$ cat src/rtl/scan_crypt_gasket.sv
// Scan-path to block-cipher bridge: SIPO -> hold -> core handshake -> result FIFO -> PISO.
// Block width, output buffer depth and block counter width are parameters.
//
// state  | meaning
// C_IDLE | no request outstanding; issues the hold block when the FIFO has room
// C_WAIT | core_req/core_din held stable until the core pulses core_ack
module scan_crypt_gasket #(
  parameter int BLK_W      = 128,
  parameter int OBUF_DEPTH = 2,
  parameter int CNT_W      = 16
) (
  input  logic             tck,
  input  logic             reset_n,
  input  logic             sync_clr,
  input  logic             bypass,
  input  logic             shift_en,
  input  logic             scan_in,
  output logic             scan_out,
  output logic             core_req,
  output logic [BLK_W-1:0] core_din,
  input  logic             core_ack,
  input  logic [BLK_W-1:0] core_dout,
  output logic [CNT_W-1:0] blk_cnt,
  output logic             ovf,
  output logic             urun,
  output logic             busy
);

  localparam int BIT_W = $clog2(BLK_W);
  localparam int PTR_W = $clog2(OBUF_DEPTH);

  typedef enum logic {
    C_IDLE = 1'b0,
    C_WAIT = 1'b1
  } c_state_t;

  c_state_t c_state, c_next;

  logic [BLK_W-2:0] sipo;
  logic [BIT_W-1:0] bit_cnt;
  logic [BLK_W-1:0] hold;
  logic             hold_valid;

  logic [BLK_W-1:0] fifo_mem [OBUF_DEPTH];
  logic [PTR_W-1:0] wr_ptr, rd_ptr;
  logic [PTR_W:0]   fifo_cnt;

  // piso keeps only the bits not yet presented; the current bit lives in scan_out
  logic [BLK_W-2:0] piso;
  logic [BIT_W-1:0] piso_idx;
  logic             piso_valid;

  logic             shift_act, sipo_done, fifo_full, fifo_empty;
  logic             issue, push, pop, piso_last;
  logic [BLK_W-1:0] sipo_blk;

  assign shift_act  = shift_en & ~bypass;
  assign sipo_blk   = {sipo, scan_in};
  assign sipo_done  = shift_act & (bit_cnt == BIT_W'(BLK_W - 1));
  assign fifo_full  = (fifo_cnt == (PTR_W+1)'(OBUF_DEPTH));
  assign fifo_empty = (fifo_cnt == '0);
  assign piso_last  = shift_act & piso_valid & (piso_idx == '0);
  assign pop        = ~bypass & ~fifo_empty & (~piso_valid | piso_last);
  assign busy       = hold_valid | core_req | ~fifo_empty | piso_valid;

  always_comb begin
    c_next = c_state;
    issue  = 1'b0;
    push   = 1'b0;
    case (c_state)
      C_IDLE: begin
        if (hold_valid && !fifo_full && !bypass) begin
          issue  = 1'b1;
          c_next = C_WAIT;
        end
      end
      C_WAIT: begin
        if (core_ack) begin
          push   = 1'b1;
          c_next = C_IDLE;
        end
      end
      default: c_next = C_IDLE;
    endcase
  end

  always_ff @(posedge tck or negedge reset_n) begin
    if (!reset_n) begin
      c_state  <= C_IDLE;
      core_req <= 1'b0;
      core_din <= '0;
    end else if (sync_clr) begin
      c_state  <= C_IDLE;
      core_req <= 1'b0;
      core_din <= '0;
    end else begin
      c_state <= c_next;
      if (issue) begin
        core_req <= 1'b1;
        core_din <= hold;
      end else if (push) begin
        core_req <= 1'b0;
      end
    end
  end

  // A block completing on the same edge the hold register is issued is accepted.
  always_ff @(posedge tck or negedge reset_n) begin
    if (!reset_n) begin
      sipo       <= '0;
      bit_cnt    <= '0;
      hold       <= '0;
      hold_valid <= 1'b0;
      ovf        <= 1'b0;
    end else if (sync_clr) begin
      sipo       <= '0;
      bit_cnt    <= '0;
      hold       <= '0;
      hold_valid <= 1'b0;
      ovf        <= 1'b0;
    end else begin
      if (shift_act) begin
        sipo    <= sipo_blk[BLK_W-2:0];
        bit_cnt <= sipo_done ? '0 : bit_cnt + BIT_W'(1);
      end
      if (sipo_done && (!hold_valid || issue)) begin
        hold       <= sipo_blk;
        hold_valid <= 1'b1;
      end else if (issue) begin
        hold_valid <= 1'b0;
      end
      if (sipo_done && hold_valid && !issue) ovf <= 1'b1;
    end
  end

  always_ff @(posedge tck or negedge reset_n) begin
    if (!reset_n) begin
      for (int i = 0; i < OBUF_DEPTH; i++) fifo_mem[i] <= '0;
      wr_ptr   <= '0;
      rd_ptr   <= '0;
      fifo_cnt <= '0;
      blk_cnt  <= '0;
    end else if (sync_clr) begin
      for (int i = 0; i < OBUF_DEPTH; i++) fifo_mem[i] <= '0;
      wr_ptr   <= '0;
      rd_ptr   <= '0;
      fifo_cnt <= '0;
      blk_cnt  <= '0;
    end else begin
      if (push) begin
        fifo_mem[wr_ptr] <= core_dout;
        wr_ptr           <= wr_ptr + PTR_W'(1);
        blk_cnt          <= blk_cnt + CNT_W'(1);
      end
      if (pop) rd_ptr <= rd_ptr + PTR_W'(1);
      fifo_cnt <= fifo_cnt + (PTR_W+1)'(push) - (PTR_W+1)'(pop);
    end
  end

  always_ff @(posedge tck or negedge reset_n) begin
    if (!reset_n) begin
      piso       <= '0;
      piso_idx   <= '0;
      piso_valid <= 1'b0;
      scan_out   <= 1'b0;
      urun       <= 1'b0;
    end else if (sync_clr) begin
      piso       <= '0;
      piso_idx   <= '0;
      piso_valid <= 1'b0;
      scan_out   <= 1'b0;
      urun       <= 1'b0;
    end else begin
      if (bypass) begin
        if (shift_en) scan_out <= scan_in;
      end else if (pop) begin
        piso       <= fifo_mem[rd_ptr][BLK_W-2:0];
        scan_out   <= fifo_mem[rd_ptr][BLK_W-1];
        piso_idx   <= BIT_W'(BLK_W - 1);
        piso_valid <= 1'b1;
      end else if (shift_en && piso_valid) begin
        piso     <= {piso[BLK_W-3:0], 1'b0};
        scan_out <= piso[BLK_W-2];
        if (piso_idx == '0) piso_valid <= 1'b0;
        else                piso_idx   <= piso_idx - BIT_W'(1);
      end else if (shift_en) begin
        scan_out <= 1'b0;
      end
      if (shift_act && !piso_valid) urun <= 1'b1;
    end
  end

endmodule

$ cat config.mk
export PLATFORM = sky130hd
export DESIGN_NAME = scan_crypt_gasket
export DESIGN_NICKNAME = d
export VERILOG_FILES = /design/src/rtl/scan_crypt_gasket.sv
export SDC_FILE = /design/constraint.sdc
export NUM_CORES = 1
export LEC_CHECK = 0
export CORE_AREA = 2 2 236 238
export CTS_CLUSTER_DIAMETER = 200
export DETAILED_ROUTE_END_ITERATION = 10
export DIE_AREA = 0 0 238 240
export PLACE_DENSITY_LB_ADDON = 0.08
export SETUP_SLACK_MARGIN = 0.2
export SLEW_MARGIN = 5
export SYNTH_ARGS = -nofsm -noshare
export SYNTH_HDL_FRONTEND = slang
export SYNTH_SLANG_ARGS = --single-unit
export TNS_END_PERCENT = 30
$ cat constraint.sdc
create_clock -name tck -period 6.3 [get_ports tck]
set_input_delay 1.89 -clock tck [delete_from_list [all_inputs] [get_ports tck]]
set_output_delay 1.89 -clock tck [all_outputs]
set_load 0.005 [all_outputs]
# [Word level (Yosys, flattened, before mapping)]
# Index checks and enable logic that the tools add are counted.
[totals] out_inout_bits=149 wordCells=143 reg_bits=807 inputBits=135
[op_classes] add_sub_neg=7 n_lt_le_gt_ge=3 eq_ne=5 n_mux=61 bitwise=16 reduce_logical=32
[op_table] cell="128-bit 2-to-1 mux" count=8
[op_table] cell="127-bit 2-to-1 mux" count=6
[op_table] cell="256-bit 2-to-1 mux" count=2
[op_table] cell="256-bit bitwise mux" count=1
[op_table] cell="128-bit demux with 1-bit select" count=1
[op_table] cell="7-bit 2-to-1 mux" count=8
[op_table] cell="16-bit 2-to-1 mux" count=2
[op_table] cell="1-bit 2-to-1 mux" count=31
[op_table] cell="16-bit by 1-bit adder with 16-bit output, second input constant" count=1
[op_table] cell="2-bit nonzero test" count=7
[op_table] cell="3-bit nonzero test" count=4
[op_table] cell="1-bit logical AND" count=8
[op_table] cell="7-bit by 1-bit adder with 7-bit output, second input constant" count=1
[op_table] cell="7-bit == test, second input constant" count=1
[op_table] cell="7-bit zero test" count=1
[op_table] cell="7-bit by 1-bit subtractor with 7-bit output, second input constant" count=1
[op_table] cell="1-bit bitwise AND" count=6
[op_table] cell="3-bit AND reduction" count=2
[op_table] cell="1-bit zero test" count=5
[op_table] cell="2-bit >= comparator, second input constant" count=2
[op_table] cell="1-bit NOT" count=4
[op_table] cell="1-bit NOT with 2-bit output" count=2
[op_table] cell="1-bit OR" count=4
[op_table] cell="2-bit AND reduction" count=2
[op_table] cell="other kinds (13)" count=14

# [Depth between registers and ports, before layout]
# Gate-level depths: netlist of the first run.
[depth] word_depth=10 depth_mapped=11 depth_no_buf=11

# [Worst setup path after synthesis of the first run]
# Ideal clock, no wire load.
[synth_path] path_type="in2reg" startpoint="in shift_en" endpoint="reg fifo_cnt[0]" setup_ns=0.132 path_slack_ns=2.589 t_required_ns=6.168 n_path_buf=2 t_arrival_ns=3.578 stages=10 path_cell_list="clkbuf_1 > nand2b_1 > clkbuf_1 > o31ai_4 > nand2_1 > inv_2 > ha_1 > inv_1 > ha_1 > nor2b_1"
[synth_between] elab_chain_len=7
[synth_rtl] item="from (decl)" line_no="16" rtl="input logic shift_en,"
[synth_rtl] item="1-bit bitwise AND" line_no="57" rtl="assign shift_act = shift_en & ~bypass;"
[synth_rtl] item="1-bit bitwise AND (2 in series)" line_no="62" rtl="assign piso_last = shift_act & piso_valid & (piso_idx == '0);"
[synth_rtl] item="1-bit OR" line_no="63" rtl="assign pop = ~bypass & ~fifo_empty & (~piso_valid | piso_last);"
[synth_rtl] item="1-bit bitwise AND" line_no="63"
[synth_rtl] item="2-bit by 1-bit subtractor with 2-bit output" line_no="156" rtl="fifo_cnt <= fifo_cnt + (PTR_W+1)'(push) - (PTR_W+1)'(pop);"
[synth_rtl] item="2-bit 2-to-1 mux" line_no="143" rtl="end else if (sync_clr) begin"
[synth_rtl] item="to (signal assigned)" line_no="156"
[synth_rtl] item="to (decl)" line_no="46" rtl="logic [PTR_W:0] fifo_cnt;"
# No other way between the ends.
# A chain may end at the register's enable or synchronous reset.

# [Final worst setup path of the first run]
[layout_path] startpoint="in core_ack" endpoint="reg fifo_mem[173] (netlist bit)"
[layout_between] elab_chain_len=3
[layout_rtl] item="from (decl)" line_no="21" rtl="input logic core_ack,"
[layout_rtl] item="1-bit 2-to-1 mux" line_no="78" rtl="if (core_ack) begin"
[layout_rtl] item="1-bit 2-to-1 mux" line_no="70" rtl="case (c_state)"
[layout_rtl] item="2-bit nonzero test (no line)"
[layout_rtl] item="to (signal, indexed assignment)" line_no="151" rtl="fifo_mem[wr_ptr] <= core_dout;"
[layout_rtl] item="to (decl)" line_no="44" rtl="logic [BLK_W-1:0] fifo_mem [OBUF_DEPTH];"
# No other way between the ends.

==> results of run 1 <==
-- worst max path at each step --
stage | start | to
finish | core_ack | fifo_mem[173]$_DFFE_PN0P_
detailed placement | core_ack | fifo_mem[172]$_DFFE_PN0P_
global placement | core_ack | fifo_mem[164]$_DFFE_PN0P_
CTS | core_ack | fifo_mem[177]$_DFFE_PN0P_
floorplan | shift_en | fifo_cnt[0]$_DFF_PN0_
global route | bypass | fifo_cnt[0]$_DFF_PN0_
-- area by class of cell --
| type | instances | area share |
|---|---|---|
| Antenna cell | 5 | 0.000317 |
| Tap cell | 704 | 0.0223 |
| Clock inverter | 16 | 0.00422 |
| Inverter | 12 | 0.00114 |
| Timing Repair Buffer | 322 | 0.0846 |
| Clock buffer | 130 | 0.0624 |
| Multi-Input combinational cell | 2097 | 0.312 |
| Sequential cell | 807 | 0.512 |
-- cells in the mapped netlist (6+ instances only) --
| cell type | instances |
|---|---|
| sky130_fd_sc_hd__nand3_1 | 142 |
| sky130_fd_sc_hd__mux2i_1 | 7 |
| sky130_fd_sc_hd__xnor2_1 | 12 |
| sky130_fd_sc_hd__nor3_1 | 10 |
| sky130_fd_sc_hd__buf_4 | 10 |
| sky130_fd_sc_hd__ha_1 | 6 |
| sky130_fd_sc_hd__a21oi_1 | 522 |
| sky130_fd_sc_hd__mux2_2 | 122 |
| sky130_fd_sc_hd__nor2_1 | 42 |
| sky130_fd_sc_hd__a32oi_1 | 119 |
| sky130_fd_sc_hd__a22o_1 | 256 |
| sky130_fd_sc_hd__nor2b_1 | 6 |
| sky130_fd_sc_hd__nand2_1 | 645 |
| sky130_fd_sc_hd__a2111oi_2 | 7 |
| sky130_fd_sc_hd__inv_1 | 11 |
| sky130_fd_sc_hd__xor2_1 | 7 |
| sky130_fd_sc_hd__buf_1 | 15 |
| sky130_fd_sc_hd__dfrtp_1 | 807 |
| sky130_fd_sc_hd__a211oi_1 | 12 |
| sky130_fd_sc_hd__buf_2 | 21 |
| sky130_fd_sc_hd__o21ai_0 | 131 |
| sky130_fd_sc_hd__clkbuf_1 | 260 |
-- cell families (layout without fill, tap and decap cells) --
| family | after synthesis | count (layout) |
|---|---|---|
| AOI/OAI and AO/OA | 1067 | 1067 |
| buffers and inverters | 318 | 480 |
| other | 0 | 5 |
| xor gates and xnor gates | 19 | 19 |
| muxes | 129 | 129 |
| DFF | 807 | 807 |
| and+or+nand+nor | 876 | 876 |
| adders and majority gates | 6 | 6 |
-- worst max-delay path, stage by stage --
cell and delay (ps):
sky130_fd_sc_hd__clkdlybuf4s50_1 460, sky130_fd_sc_hd__and2_1 290, sky130_fd_sc_hd__inv_1 220, sky130_fd_sc_hd__nor2_1 100, sky130_fd_sc_hd__nor2_4 690, sky130_fd_sc_hd__buf_4 1020
sky130_fd_sc_hd__a22o_1 290
-- power by group --
| part | switching [uW] | internal (uW) | leakage, uW |
|---|---|---|---|
| logic | 260 | 95.2 | 0.00410 |
| registers | 1.47 | 5190 | 0.0113 |
| clock network | 1990 | 2790 | 0.00129 |
| total | 2250 | 8070 | 0.0167 |
-- routing by layer --
layer  part of all wire  up-vias
met5                  0        -
met2               0.50      814
met4              0.027        0
met3              0.056      156
met1               0.42    13300
li1                   -    11700
-- flip-flops by register name (all words and copies together), names as in the netlist, 2 cells and up --
register and cells:
bit_cnt 7, blk_cnt 16, core_din 128, fifo_cnt 2, fifo_mem 256, hold 128
piso 127, piso_idx 7, sipo 127
-- metrics by stage --
stage	setup WS, ps	area, um^2	cells	hold WS [ps]	power, uW
floorplan	2590	33600	3222	467	5380
global placement	1250	36800	3942	482	5630
detailed placement	1190	36800	3942	485	5640
CTS	1830	39400	4088	498	10400
global route	1610	39400	4093	507	10600
finish	1800	39400	4093	492	10300
==> summary by stage, run 1 <==
Run status
The run finished with clean final reports.

Finish
The filler cells instantiated in the layout total 3900. The proportion of layout cells with a drive suffix above 1 is 0.0916. The area taken by flip-flops and latches is 20200 um^2. The growth of design area from synthesis to finish is 17.1%. The final cell utilization of the core is 0.721. The layout net count is 3463. Leaving out fill and tap cells, the most frequent cell in the layout is sky130_fd_sc_hd__dfrtp_1. The top cell types in the final layout, fill and taps aside, are sky130_fd_sc_hd__dfrtp_1 (806), sky130_fd_sc_hd__nand2_1 (645), sky130_fd_sc_hd__a21oi_1 (521). The footprint of the multi-input gates is 12300 um^2.

Drt
The final layout contains routed wiring with a total length of 85000 um. The per-cell routed wire length is 20.8 um. Summing over every cut layer, the via total after detailed routing is 25900. In the routed layout, each cell is associated on average with a via count of 6.34. For this run, design rule violations remaining after detail routing come to 0. The final antenna-violating net count is 0.

The first-pass iteration count of the detailed router is 6. The number of DRC markers after the initial detailed-route iteration is 2456.

Clock tree
The CTS clock-pin slew for the worst setup and hold paths is 60 ps. The number of buffers on the longest clock path is 3. The post-cts sizing count is 0. The tree is rooted in a sky130_fd_sc_hd__clkbuf_16. For the worst-skew pair, the clock arrives at the later sink with an insertion delay of 620 ps. TritonCTS built the clock tree.

The number of clock sinks is 807. The post-CTS repair timing setup buffer count is 0. The level count of the clock H-tree is 3.

Clock tree synthesis inserted a total of 82 buffers. In this run, post-CTS hold repair placed 0 buffers.

Synthesis
Of the post-synthesis cell area, the part taken by muxes is 0.0429. Averaged over all synthesized cells, the footprint is 10.4 um^2. The mapped netlist covers 33600 um^2. The count of cell types in the netlist is 49.

In the post-synthesis netlist, the biggest area contributors are sky130_fd_sc_hd__dfrtp_1 (60%), sky130_fd_sc_hd__a21oi_1 (7.8%), sky130_fd_sc_hd__nand2_1 (7.2%). The number of nets handed over by synthesis was 3363. The share of synthesized area occupied by flip-flops and latches is 0.600.

By area, the combinational part of the netlist is dominated by compound AO/OA/AOI/OAI gates. The number of warnings issued by yosys is 0. The cell type with the highest aggregate area in the netlist is sky130_fd_sc_hd__dfrtp_1. Of the total synthesized cell area, the portion taken by AND, OR, NAND and NOR gates is 0.107. The flip-flop and latch count after synthesis is 807. The number of enable-type register cells in the synthesized netlist is 0. Among all flip-flop cells after synthesis, the most frequent one is sky130_fd_sc_hd__dfrtp_1.

The area share of the largest cell type after synthesis is 0.600. Of the total synthesized cell area, the portion taken by XOR and XNOR cells is 0.00495. The area fraction in compound gates after synthesis came to 0.206. Of the total synthesized cell area, the portion taken by full adders, half adders and majority gates is 0.00223. The cell count after synthesis is 3222.

For this run, asynchronously set or reset flops after synthesis account for 1.00.

GRT
For this run, the total global-route usage over all layers was measured as 0.298. The global-route wire length before repair is 138000 um. Entering global routing, the biggest net connects 225 pins. The number of global-route vias before repair is 26200.

After global routing the overflow that remains totals 0. The global routing stage identified its most utilized layer as met2. In the global route stage, met1 resource usage came out at 0.401. The number of antenna violations at the first check in global routing is 5. In the global route stage, met3 resource usage came out at 0.0521. The met2 routing resource usage after global routing is 0.495.

Critical path
The critical path is of the in2reg type. The launching point of the worst reg2reg path is c_state$_DFF_PN0_. STA puts the critical path data required time at 6850 ps. The endpoint of the lowest-slack register-to-register path is fifo_mem[173]$_DFFE_PN0P_. The endpoint type of the worst setup path is a flop.

STA puts the critical path data arrival time at 5050 ps. The number of cells on the worst reg-to-reg path is 6. In this run the register-to-register setup slack is 3060 ps.

STA classifies the critical path startpoint as an input port. The biggest fanout along the worst timing path is 94.

Job
The number of max-capacitance violations reported is 0.

Timing
Of the available clock period, the critical path in the final layout requires 0.714. The final-report max-slew violation count is 0. Between clock sinks in the finished design, the worst skew comes to 23.3 ps. The final hold violation count was 0. For this run, the top clock speed supported by timing is 222 MHz.

Setup violations remaining at the end of the flow were counted as 0. For the pin with the worst max-slew slack, the measured transition is 1280 ps. Setup repair after global routing left no endpoint under its margin. The worst pin sits at a relative slew slack of 0.148. The final critical delay including setup and external delays is 4500 ps.

After routing, the total negative slack on setup checks comes to 0 ps.

Power and ir drop
Power spread over the standard cell area amounts to 262 nW/um^2. The worst-case IR drop observed on VDD is 241 uV. In this run the static leakage power is 0.0167 uW.

Floorplan
The die covers 57100 um^2. The effective utilization at floorplan is 0.616. The die extent in x is 238 um. The area of the core region is 54700 um^2. The floorplan step set the die height to 240 um. The site row count is 86. 284 I/O pins were placed.

Min path
For hold timing, the worst endpoint is urun$_DFFE_PN0P_. In this run the worst hold path is classified as reg2reg. The worst hold path begins at urun$_DFFE_PN0P_. The hold-critical path depth is 2.

Placement
The global placement routability congestion is 0.793. During placement, the flow inserted port buffers numbering 283. The HPWL after detailed placement is 46900 um.
(Power assumes the default switching activity.)
==> inputs of run 2 (changes only) <==
--- a/config.mk
+++ b/config.mk
@@ -5,10 +5,10 @@
 export SDC_FILE = /design/constraint.sdc
 export NUM_CORES = 1
 export LEC_CHECK = 0
-export CORE_AREA = 2 2 236 238
+export CORE_AREA = 2 2 258 260
 export CTS_CLUSTER_DIAMETER = 200
 export DETAILED_ROUTE_END_ITERATION = 10
-export DIE_AREA = 0 0 238 240
+export DIE_AREA = 0 0 260 262
 export PLACE_DENSITY_LB_ADDON = 0.08
 export SETUP_SLACK_MARGIN = 0.2
 export SLEW_MARGIN = 5
==> constraint.sdc (replaced) <==
create_clock -name tck -period 3.91 [get_ports tck]
set_input_delay 1.173 -clock tck [delete_from_list [all_inputs] [get_ports tck]]
set_output_delay 1.173 -clock tck [all_outputs]
set_load 0.005 [all_outputs]
==> run 2 against run 1 <==
  * Setup slack got worse by 1100 ps
  * Register-to-register slack worse by 1800 ps
  * Hold slack gained 4.8 ps
  * First-iteration DRC count is 8.8% lower
  * Die area increased by 19%
  * Flip-flop and latch count is the same
  * Non-clock buffer count up 21
  * Critical path depth down 4
  * Final cell count is 4.7% higher
  * Combinational power increased by 74%
  * Design area increased by 2.3%
  * Critical endpoint is now busy
==> summary by stage, run 2 (synthesized netlist as in run 1, its figures left out) <==
Critical path
For the worst setup path, the data required time is 2740 ps. The highest cell delay on the worst timing path is 490 ps. Traced cell by cell, the critical path runs through nor3_1, nand2_1, clkdlybuf4s50_1. The launching element type of the critical path is a flop. The library cell contributing the largest single delay on the critical path is sky130_fd_sc_hd__clkdlybuf4s50_1. The arrival time of data at the critical path endpoint is 2090 ps. The kind of critical path is reg2out.

The biggest fanout along the worst timing path is 6. The endpoint type of the worst setup path is a primary output.

Timing
The final-report max-slew violation count is 0. The aggregate negative setup slack is 0 ps. The worst path needs 3260 ps of the cycle, external delays included. The total setup violations reported at the end of the flow is 0. On the final layout, the worst clock skew is 19.3 ps.

The highest attainable clock frequency is 307 MHz. The worst max-slew margin expressed relative to the limit is 0.357. The final hold violation count is 0. At the pin with the least slew margin, the transition time is 955 ps. Setup repair after global routing left no endpoint under its margin.

Dividing the final minimum period by the clock period gives 0.833.

Clock tree
Clock tree synthesis found a total of 807 sinks. The post-cts sizing count is 0. The root buffer selected by CTS is sky130_fd_sc_hd__clkbuf_16.

Once the clock tree was built, the setup fixing pass inserted 0 buffers. Counting along the longest clock path gives a buffer depth of 3. The CTS buffer count is 86. The CTS clock-pin slew for the worst setup and hold paths is 60 ps. The level count of the clock H-tree is 3.

Clock latency on the worst-skew pair, taken at its later pin, is 630 ps. TritonCTS built the clock tree. The number of buffers inserted by hold repair at cts is 0.

Finish
From synthesis to final layout, the design area changed by 19.8%. Leaving out fill and tap cells, the most frequent cells in the layout are sky130_fd_sc_hd__dfrtp_1 (806), sky130_fd_sc_hd__nand2_1 (645), sky130_fd_sc_hd__a21oi_1 (521). Leaving out fill and tap cells, the most frequent cell in the layout is sky130_fd_sc_hd__dfrtp_1. The final cell utilization of the core is 0.618. More flip-flops sit in one register than any other, and that register is fifo_mem. In the final layout, the share of cells above drive strength 1 is 0.103.

In the final layout, the registers with the most flip-flops are fifo_mem x256, core_din x128, hold x128. The layout net count is 3488. The flip-flop count of the largest register, all copies and words added is 256. The post-layout instance area is 40300 um^2.

Power and ir drop
The total chip power is 17200 uW. The static leakage is 0.0170 uW. VDD sags by at most 307 uV. Power spread over the standard cell area amounts to 426 nW/um^2.

Run status
The run finished with clean final reports.

GRT
The largest net degree at the start of global routing is 159. The number of antenna violations at the first check in global routing was 5. The global-route wire length before repair is 142000 um.

The global-route usage over all layers is 0.257. Global routing finished with a remaining overflow of 0. The number of global-route vias before repair is 26600.

Job
The number of max-capacitance violations reported is 0.

Drt
After detailed routing, the average wire length per cell comes to 20.3 um. The number of design rule violations left after detail routing is 0. The via count of the routed design is 25800. The total wire length is 86800 um. The first-pass iteration count of the detailed router is 7. Using the TritonRoute via totals, the vias-per-cell ratio works out to 6.02. The number of DRC markers after the initial detailed-route iteration is 2241. In this run the remaining antenna-violating nets after routing total 0.

Floorplan
The I/O pin count is 284. The floorplan step set the die width to 260 um. The core region is 65300 um^2. The initialized floorplan defines 94 standard-cell rows. The floorplan step defined a die boundary enclosing 68100 um^2. The effective utilization at floorplan is 0.516. In this run the vertical extent of the chip is 262 um.

Placement
Input and output buffers added on the ports amount to 283. At the end of routability-driven placement, the weighted congestion stood at 0.814. The cell area after placement is 37400 um^2. Detailed placement ended at an HPWL of 49700 um.

Min path
The path class of the tightest hold or removal check is in2async.
[run 2: cell count changes in the layout (fill, tap and decap cells not counted), sizes merged]
cell and change:
buf +21, clkinv +5, clkbuf +1, clkinvlp +5
[run 2: report_power, final]
group	switching, uW	internal (uW)	leakage, uW
logic	434	182	0.00429
clock network	3340	4850	0.00141
registers	2.38	8360	0.0113
[run 2: cell type report]
cell class / count / area [um^2]
multi-input combinational: 2097 / 12300
timing repair buffer: 343 / 3780
sequential: 807 / 20200
clock buffer: 131 / 2640
fill: 5387 / 25000
inverter: 12 / 45.0
antenna: 5 / 12.5
clock inverter: 26 / 244
tap: 864 / 1080
[run 2: final timing paths]
path	from	end	slack, ps	cells past startpoint
max in group asynchronous	reset_n	piso[80]$_DFFE_PN0P_	2270	2
min in group tck	fifo_mem[53]$_DFFE_PN0P_	fifo_mem[53]$_DFFE_PN0P_	500	1
worst max-delay path	fifo_cnt[1]$_DFF_PN0_	busy	650	3
worst min-delay path	reset_n	fifo_mem[110]$_DFFE_PN0P_	500	1
worst min register to register	fifo_mem[53]$_DFFE_PN0P_	fifo_mem[53]$_DFFE_PN0P_	500	1
worst max register to register	piso_idx[2]$_DFFE_PN0P_	fifo_cnt[0]$_DFF_PN0_	1290	8
[run 2: worst max-delay path, delay by kind of cell, from the launching register on]
| family | cells | cell delay (ps) |
|---|---|---|
| flops | 1 | 470 |
| simple gates | 2 | 510 |
| buf+inv | 1 | 490 |
[run 2: layer usage]
layer	GRT usage	wire, um	vias to the layer above
met5	0	0	-
met4	0.0958	2680	0
met3	0.0397	4710	157
met2	0.426	42300	709
met1	0.345	37100	13200
li1	-	-	11700
[run 2: stage by stage]
stage                     std cells  hold slack (ps)  worst slack, ps
final                          4285              497              651
after floorplan                3222              467              916
after CTS                      4280              494              591
after detailed placement       4123              485              428
after global placement         4123              482              444
after global routing           4285              513              550
